<file path="config.mk">
export PLATFORM = sky130hd
export DESIGN_NAME = crc_sequencer
export DESIGN_NICKNAME = d
export VERILOG_FILES = /design/src/rtl/crc_pkg.sv /design/src/rtl/crc_sequencer.sv
export SDC_FILE = /design/constraint.sdc
export NUM_CORES = 1
export LEC_CHECK = 0
export CORE_MARGIN = 1.5
export CORE_UTILIZATION = 41
export CTS_CLUSTER_SIZE = 25
export DETAILED_ROUTE_END_ITERATION = 8
export DONT_BUFFER_PORTS = 1
export SLEW_MARGIN = 0
export SYNTH_ARGS = -nofsm -noshare
export SYNTH_HDL_FRONTEND = slang
export SYNTH_SLANG_ARGS = --single-unit
</file>
<file path="constraint.sdc">
create_clock -name clk -period 2 [get_ports clk]
set_input_delay 0.3 -clock clk [delete_from_list [all_inputs] [get_ports clk]]
set_output_delay 0.3 -clock clk [all_outputs]
set_load 0.01 [all_outputs]
</file>
<file path="src/rtl/crc_pkg.sv">
// Shared constants and state encoding for the CRC byte sequencer.
package crc_pkg;

    localparam int BITS_PER_BYTE = 8;
    localparam int BIT_INDEX_W   = 3;

    typedef logic [2:0] crc_seq_state_t;

    localparam crc_seq_state_t IDLE      = 3'd0;
    localparam crc_seq_state_t INIT      = 3'd1;
    localparam crc_seq_state_t WAIT_BYTE = 3'd2;
    localparam crc_seq_state_t SHIFT     = 3'd3;
    localparam crc_seq_state_t DONE      = 3'd4;

endpackage

</file>
<file path="src/rtl/crc_sequencer.sv">
// Byte-to-bit sequencer for the bit-serial crcN engine: accepts message
// bytes over valid/ready, walks each byte through crcN one bit per cycle
// and hands the final CRC out over a valid/ready result port.
//
// state     | meaning
// ----------+-----------------------------------------------------------
// IDLE      | no message in progress, waiting for start
// INIT      | one cycle, crcN loads its init value, byte count cleared
// WAIT_BYTE | in_ready high, waiting for the next message byte
// SHIFT     | eight cycles, bit_index 0..7 of the latched byte
// DONE      | result valid, held until the consumer takes it
module crc_sequencer
    import crc_pkg::*;
#(
    parameter int MAX_BITS   = 64,
    parameter int COUNT_BITS = 16
) (
    input  logic                   clk,
    input  logic                   rst,
    input  logic                   start,
    input  logic                   abort,
    input  logic                   in_valid,
    input  logic [7:0]             in_data,
    input  logic                   in_last,
    output logic                   in_ready,
    output logic                   crc_initialize,
    output logic                   crc_shift,
    output logic [7:0]             crc_data,
    output logic [BIT_INDEX_W-1:0] crc_bit_index,
    input  logic [MAX_BITS-1:0]    crc_value,
    output logic                   res_valid,
    output logic [MAX_BITS-1:0]    res_crc,
    input  logic                   res_ready,
    output logic [COUNT_BITS-1:0]  byte_count,
    output logic                   busy
);

    localparam logic [BIT_INDEX_W-1:0] LAST_BIT   = BIT_INDEX_W'(BITS_PER_BYTE - 1);
    localparam logic [COUNT_BITS-1:0]  COUNT_MAX  = {COUNT_BITS{1'b1}};

    crc_seq_state_t           state_q;
    crc_seq_state_t           state_d;
    logic [7:0]               data_q;
    logic [BIT_INDEX_W-1:0]   bit_idx_q;
    logic                     last_q;
    logic [COUNT_BITS-1:0]    count_q;
    logic                     accept;
    logic                     msg_begin;

    // abort overrides every other input, so it gates the datapath events too
    assign accept    = (state_q == WAIT_BYTE) && in_valid && !abort;
    assign msg_begin = (state_q == IDLE) && start && !abort;

    // next-state decode
    always_comb begin
        state_d = state_q;
        if (abort) begin
            state_d = IDLE;
        end else begin
            case (state_q)
                IDLE:      if (start) state_d = INIT;
                INIT:      state_d = WAIT_BYTE;
                WAIT_BYTE: if (in_valid) state_d = SHIFT;
                SHIFT:     if (bit_idx_q == LAST_BIT) state_d = last_q ? DONE : WAIT_BYTE;
                DONE:      if (res_ready) state_d = IDLE;
                default:   state_d = IDLE;
            endcase
        end
    end

    // state register
    always_ff @(posedge clk or negedge rst) begin
        if (!rst) begin
            state_q <= IDLE;
        end else begin
            state_q <= state_d;
        end
    end

    // byte latch and bit walker; the byte stays put for the whole SHIFT run
    always_ff @(posedge clk or negedge rst) begin
        if (!rst) begin
            data_q    <= 8'h00;
            last_q    <= 1'b0;
            bit_idx_q <= '0;
        end else if (accept) begin
            data_q    <= in_data;
            last_q    <= in_last;
            bit_idx_q <= '0;
        end else if ((state_q == SHIFT) && !abort) begin
            bit_idx_q <= bit_idx_q + 1'b1;
        end
    end

    // byte counter: cleared as the message begins, saturates, survives abort
    always_ff @(posedge clk or negedge rst) begin
        if (!rst) begin
            count_q <= '0;
        end else if (msg_begin) begin
            count_q <= '0;
        end else if (accept && (count_q != COUNT_MAX)) begin
            count_q <= count_q + COUNT_BITS'(1);
        end
    end

    assign in_ready       = (state_q == WAIT_BYTE);
    assign crc_initialize = (state_q == INIT);
    assign crc_shift      = (state_q == SHIFT);
    assign res_valid      = (state_q == DONE);
    assign busy           = (state_q != IDLE);
    assign crc_data       = data_q;
    assign crc_bit_index  = bit_idx_q;
    assign byte_count     = count_q;
    // crcN holds its register in DONE, so passing it through keeps res_crc
    // stable; gating keeps the port at zero whenever no result is offered
    assign res_crc        = res_valid ? crc_value : '0;

endmodule

</file>
# [Yosys cells after proc, flatten, opt, wreduce, memory -nomap -nowiden]
# Cells that the tools add are included.
[word_totals] regBits=31 latch_bits=0 ramBits=0 mem_bits_ro=0 in_bits=79 out_inout_bits=96 wordCells=41 memories=0
[classes] addsub=2 mul=0 div_mod_pow=0 order_cmp=0 eq_ne=10 n_shift=0 n_mux=12 bitwise=0 reduce_logical=12
[ops] op="two-way mux 64 bit" n=1
[ops] op="two-way mux 16 bit" n=2
[ops] op="two-way mux 3 bit" n=8
[ops] op="adder 16 x 1 -> 16 bit (second input constant)" n=1
[ops] op="!= test 16 bit (second input constant)" n=1
[ops] op="case mux 3 bit (5 select lines)" n=1
[ops] op="equality test 3 x 2 -> 1 bit (second input constant)" n=2
[ops] op="equality test 3 bit (second input constant)" n=2
[ops] op="logical AND 1 bit" n=6
[ops] op="!= test 3 x 2 -> 1 bit (second input constant)" n=2
[ops] op="!= test 3 bit (second input constant)" n=2
[ops] op="AND reduction 4 bit" n=1
[ops] op="nonzero test 2 bit" n=2
[ops] op="adder 3 x 1 -> 3 bit (second input constant)" n=1
[ops] op="equality test 3 x 1 -> 1 bit (second input constant)" n=1
[ops] op="logical NOT 3 bit" n=1
[ops] op="nonzero test 3 bit" n=1
[ops] op="logical NOT 1 bit" n=1

# [Logic depth before layout (Yosys ltp)]
[depth] word_depth=6 depth_mapped=6 mapped_depth_nobuf=5

# [Worst setup path before layout]
# No wires, ideal clock.
[synth_timing] path_type="reg2reg" from="register count_q[0], in the netlist byte_count[0]" to="register count_q[14], in the netlist byte_count[14]" setup_time_ns=0.123 t_arrival_ns=1.654 t_required_ns=1.877 slack_ns=0.224 stages_incl_launch_ff=6 path_buffers=0 synth_period_minus_slack_ns=1.776 cell_sequence="dfrtp_1 > ha_1 > and3_1 > nand4_2 > or4b_1 > mux2i_1"
[synth_between] elab_chain_cells=3 word_cells_on_any_way=6 cone_classes="add/sub: 1; eq/ne: 1; mux: 2; reduce/logical: 2"
[synth_rtl] element="start, declared" line="crc_sequencer.sv:46" source="logic [COUNT_BITS-1:0] count_q;"
[synth_rtl] element="start signal, assigned" line="crc_sequencer.sv:102" source="count_q <= count_q + COUNT_BITS'(1);"
[synth_rtl] element="adder 16 x 1 -> 16 bit or != test 16 bit (tied branches)" line="crc_sequencer.sv:102, crc_sequencer.sv:101"
[synth_rtl] element="two-way mux 16 bit or logical AND 1 bit (tied branches)" line="crc_sequencer.sv:101" source="end else if (accept && (count_q != COUNT_MAX)) begin"
[synth_rtl] element="two-way mux 16 bit or nonzero test 2 bit (tied branches)"
# Parallel ways exist; a longest one is shown, timed or not. The select of a mux whose other input is x is not followed.
# A chain may end at the register's enable or synchronous reset.

# [Worst setup path after layout]
[layout_timing] from="register state_q[0]" to="output res_crc[60]"
[layout_between] elab_chain_cells=2
[layout_rtl] element="start, declared" line="crc_sequencer.sv:41" source="crc_seq_state_t state_q;"
[layout_rtl] element="start signal, assigned" line="crc_sequencer.sv:76" source="state_q <= state_d;"
[layout_rtl] element="equality test 3 bit" line="crc_sequencer.sv:109" source="assign res_valid = (state_q == DONE);"
[layout_rtl] element="two-way mux 64 bit" line="crc_sequencer.sv:116" source="assign res_crc = res_valid ? crc_value : '0;"
[layout_rtl] element="end, declared" line="crc_sequencer.sv:32" source="output logic [MAX_BITS-1:0] res_crc,"
# No other way between the ends.

==> reports/qor.yml <==
hold_path:
  hold_path_class: "primary input to flop"
  whs_path_depth: 1
  hold_end: "state_q[0]"
  min_from: "abort"
synthesis:
  syn_area_um2: 2120
  synth_seq_cells: 31
  yosysSeqAreaShare: 0.366
  synthSimpleGateAreaFrac: 0.464
  syn_inst: 253
  synth-compound-area-share: 0.0732
  synth_cell_types: 37
  synthXorXnorAreaFrac: 0.00413
  synth_top_family_by_area: "simple AND/OR/NAND/NOR gates"
  yosysWarnings: 0
  synth_nets: 335
  yosys.area_share.adder: 0.0177
  syn_avg_cell_area_um2: 8.38
  muxShareOfSynthArea: 0.0378
layout:
  seqCellArea_um2: 776
  multiInputGateArea_um2: 1280
  nNetsFinal: 352
  fin_util: 0.517
  fillCellCount: 453
  antenna_cells: 0
  drive_gt1_frac: 0.185
  stdcell_area_um2: 2510
  area_growth_syn_to_layout_pct: 18.4
  stdcell_count: 338
worst_setup_path:
  worstSetupPathType: "flop to output port"
  crit_required_ns: 1.70
  crit_path_max_fanout: 33
  r2r_cells: 4
  crit_start: "state_q[0]"
  r2r_slack_ns: 0.18
  r2r-start: "state_q[0]"
  worstPathArrival_ns: 1.60
  crit_path_start_kind: "flop"
  endpoint_kind: "output port"
  rr_endpoint: "byte_count[13]"
sta:
  finClkSkew_ns: 0.00579
  fmax_mhz: 527
  report.final.hold_viol_count: 0
  setup_tns_ns: 0
  worst_pin_slew_ns: 0.375
  rsz0062_at_grt: "no"
  finalCritPeriodShare: 0.949
  fin_crit_ns: 1.90
  timing.slew.headroom: 0.749
  finalSetupViolCount: 0
  finalMaxSlewViolations: 0
floorplanning:
  die_area_um2: 5610
  initial_core_util: 0.437
  ios: 175
  die_x_um: 74.9
  die_y_um: 74.9
  core-area_um2: 4850
  std_cell_rows: 25
clocking:
  cts_tree: "built"
  clock_latency_ns: 0.29
  cts.htree.levels: 2
  cts_buffer_depth: 2
  postCtsSetupBuffers: 0
  cts_buffers: 5
  numClockSinks: 31
  path_clk_slew_ns: 0.07
  clockRootBuffer: "clkbuf_8"
drt:
  dr.pass1.iters: 4
  drt_iter0_markers: 90
  drc_errors: 0
  wl_per_cell_um: 19.8
  vias: 1941
  final_antenna_net_count: 0
  routed_wl_um: 6710
  avgViaCountPerCell: 5.74
power:
  ir_drop_mv: 0.620
  combPwrFrac: 0.127
  seq_power_share: 0.523
  leakage_uw: 0.00118
  clkPwrFrac: 0.350
  p_sw_frac: 0.297
  internal_power_uw: 1120
  total_power_uw: 1600
  netSwitchingPower_uw: 476
  p_per_area_nw_per_um2: 637
global_route:
  grt_max_degree: 66
  grtUsageTotal: 0.222
  grt_pass1_vias: 1722
  grt.overflow.total: 0
  grt_pass1_wl_um: 9100
  antenna_found_initial: 0
placement:
  dpl.cell_count: 327
  place_area_um2: 2340
  post-dp-hpwl_um: 5230
  gp_congestion: 0.851
  portBuffers: 0
run:
  cap_violations: 0
status:
  status: "complete, no violations"
[how the worst max path moves through the flow]
| stage | to | slack (ns) | cells after the start |
|---|---|---|---|
| 2_1_floorplan | byte_count[14] | 0.22 | 5 |
| 3_3_place_gp | byte_count[3] | 0.22 | 5 |
| 3_5_place_dp | byte_count[13] | 0.18 | 4 |
| 4_1_cts | res_crc[60] | 0.02 | 5 |
| 5_1_grt | byte_count[11] | 0.002 | 4 |
| 6_report | res_crc[60] | 0.10 | 5 |
[through the flow]
stage / setup WS, ns / hold slack (ns)
global route: 0.00234 / 0.0659
detailed placement: 0.183 / 0.00531
global placement: 0.219 / 0.00529
floorplan: 0.224 / 0.00441
CTS: 0.0244 / 0.0704
finish: 0.101 / 0.0782
[layout by cell type, fill, tap and decap left out, types with 6 or more instances in the layout]
master | netlist | layout
and2_2 | 0 | 11
nand3_1 | 8 | 8
and2_1 | 68 | 57
dfrtp_1 | 31 | 31
buf_4 | 0 | 24
mux2i_1 | 8 | 8
nor2_1 | 6 | 6
nand2_1 | 40 | 40
a21oi_1 | 7 | 7
clkbuf_8 | 0 | 7
[layout make-up]
type	count	share of cell area
Inverter	3	0.00449
Sequential cell	31	0.309
Multi-Input combinational cell	201	0.510
Tap cell	67	0.0334
Clock inverter	1	0.00299
Clock buffer	7	0.0384
Timing Repair Buffer	28	0.102
[power groups by stage]
stage | registers (µW) | logic [µW] | clock network (µW)
3_5_place_dp | 842 | 193 | 0
5_1_grt | 849 | 239 | 596
6_report | 836 | 204 | 560
3_3_place_gp | 846 | 182 | 0
2_1_floorplan | 831 | 132 | 0
4_1_cts | 837 | 208 | 575
[Yosys cell counts]
cell      instances  area share
o311ai_0          1      0.0041
o41ai_1           1      0.0041
nand2_1          40       0.071
xnor2_1           1      0.0041
nand3b_1          1      0.0035
nand3_1           8       0.019
o211ai_1          2      0.0071
or4b_1            1      0.0047
nor3b_1           3       0.011
nand4_1           5       0.015
nor3_1            3      0.0071
nor4b_4           1       0.011
nand4b_1          2      0.0083
o21ai_0           3      0.0071
nor2_1            6       0.011
a211oi_1          2      0.0071
a21oi_1           7       0.017
buf_1             1      0.0018
o32a_1            1      0.0047
or4bb_1           1      0.0053
a211o_1           2      0.0083
ha_1              3       0.018
and4_1            4       0.017
nor4b_2           1      0.0071
clkbuf_1         17       0.030
o31ai_1           4       0.014
mux2i_1           8       0.038
nand2b_1          2      0.0059
and2_1           68        0.20
nand4_2           2       0.012
nor4_1            3      0.0089
inv_1             3      0.0053
dfrtp_1          31        0.37
or4_1             5       0.018
nor2b_1           2      0.0059
and3_1            5       0.015
or3_1             3      0.0089
[timing repair]
| action | CTS | global route |
|---|---|---|
| endpoints found under the setup margin | 0 | 59 |
| gates resized for setup | 0 | 11 |
| hold buffers | 2 | 0 |
| hold endpoints to repair | 31 | 0 |
[cell families after synthesis]
family / Yosys count
buf+inv: 21
fa+ha+maj: 3
compound gates: 23
simple gates: 166
xor+xnor: 1
mux: 8
flops: 31
[critical path, cell delays in order, from the launching register on]
cell	delay, ns
dfrtp_1	0.40
buf_4	0.17
nor2_1	0.11
and2_2	0.21
buf_12	0.17
and2_2	0.24
[routing by layer]
layer  part of all wire  up-vias  global-route usage
li1                   -      906                   -
met1               0.42      902               0.292
met2               0.44      121               0.328
met3               0.11       12              0.0910
met4              0.034        0              0.0848
met5                  0        -                   0
[sequential cells by signal, summed over array words and instances (netlist names)]
register       cells
crc_bit_index      3
last_q             1
byte_count        16
state_q            3
crc_data           8
No activity file was read; power rests on OpenSTA's default activity.
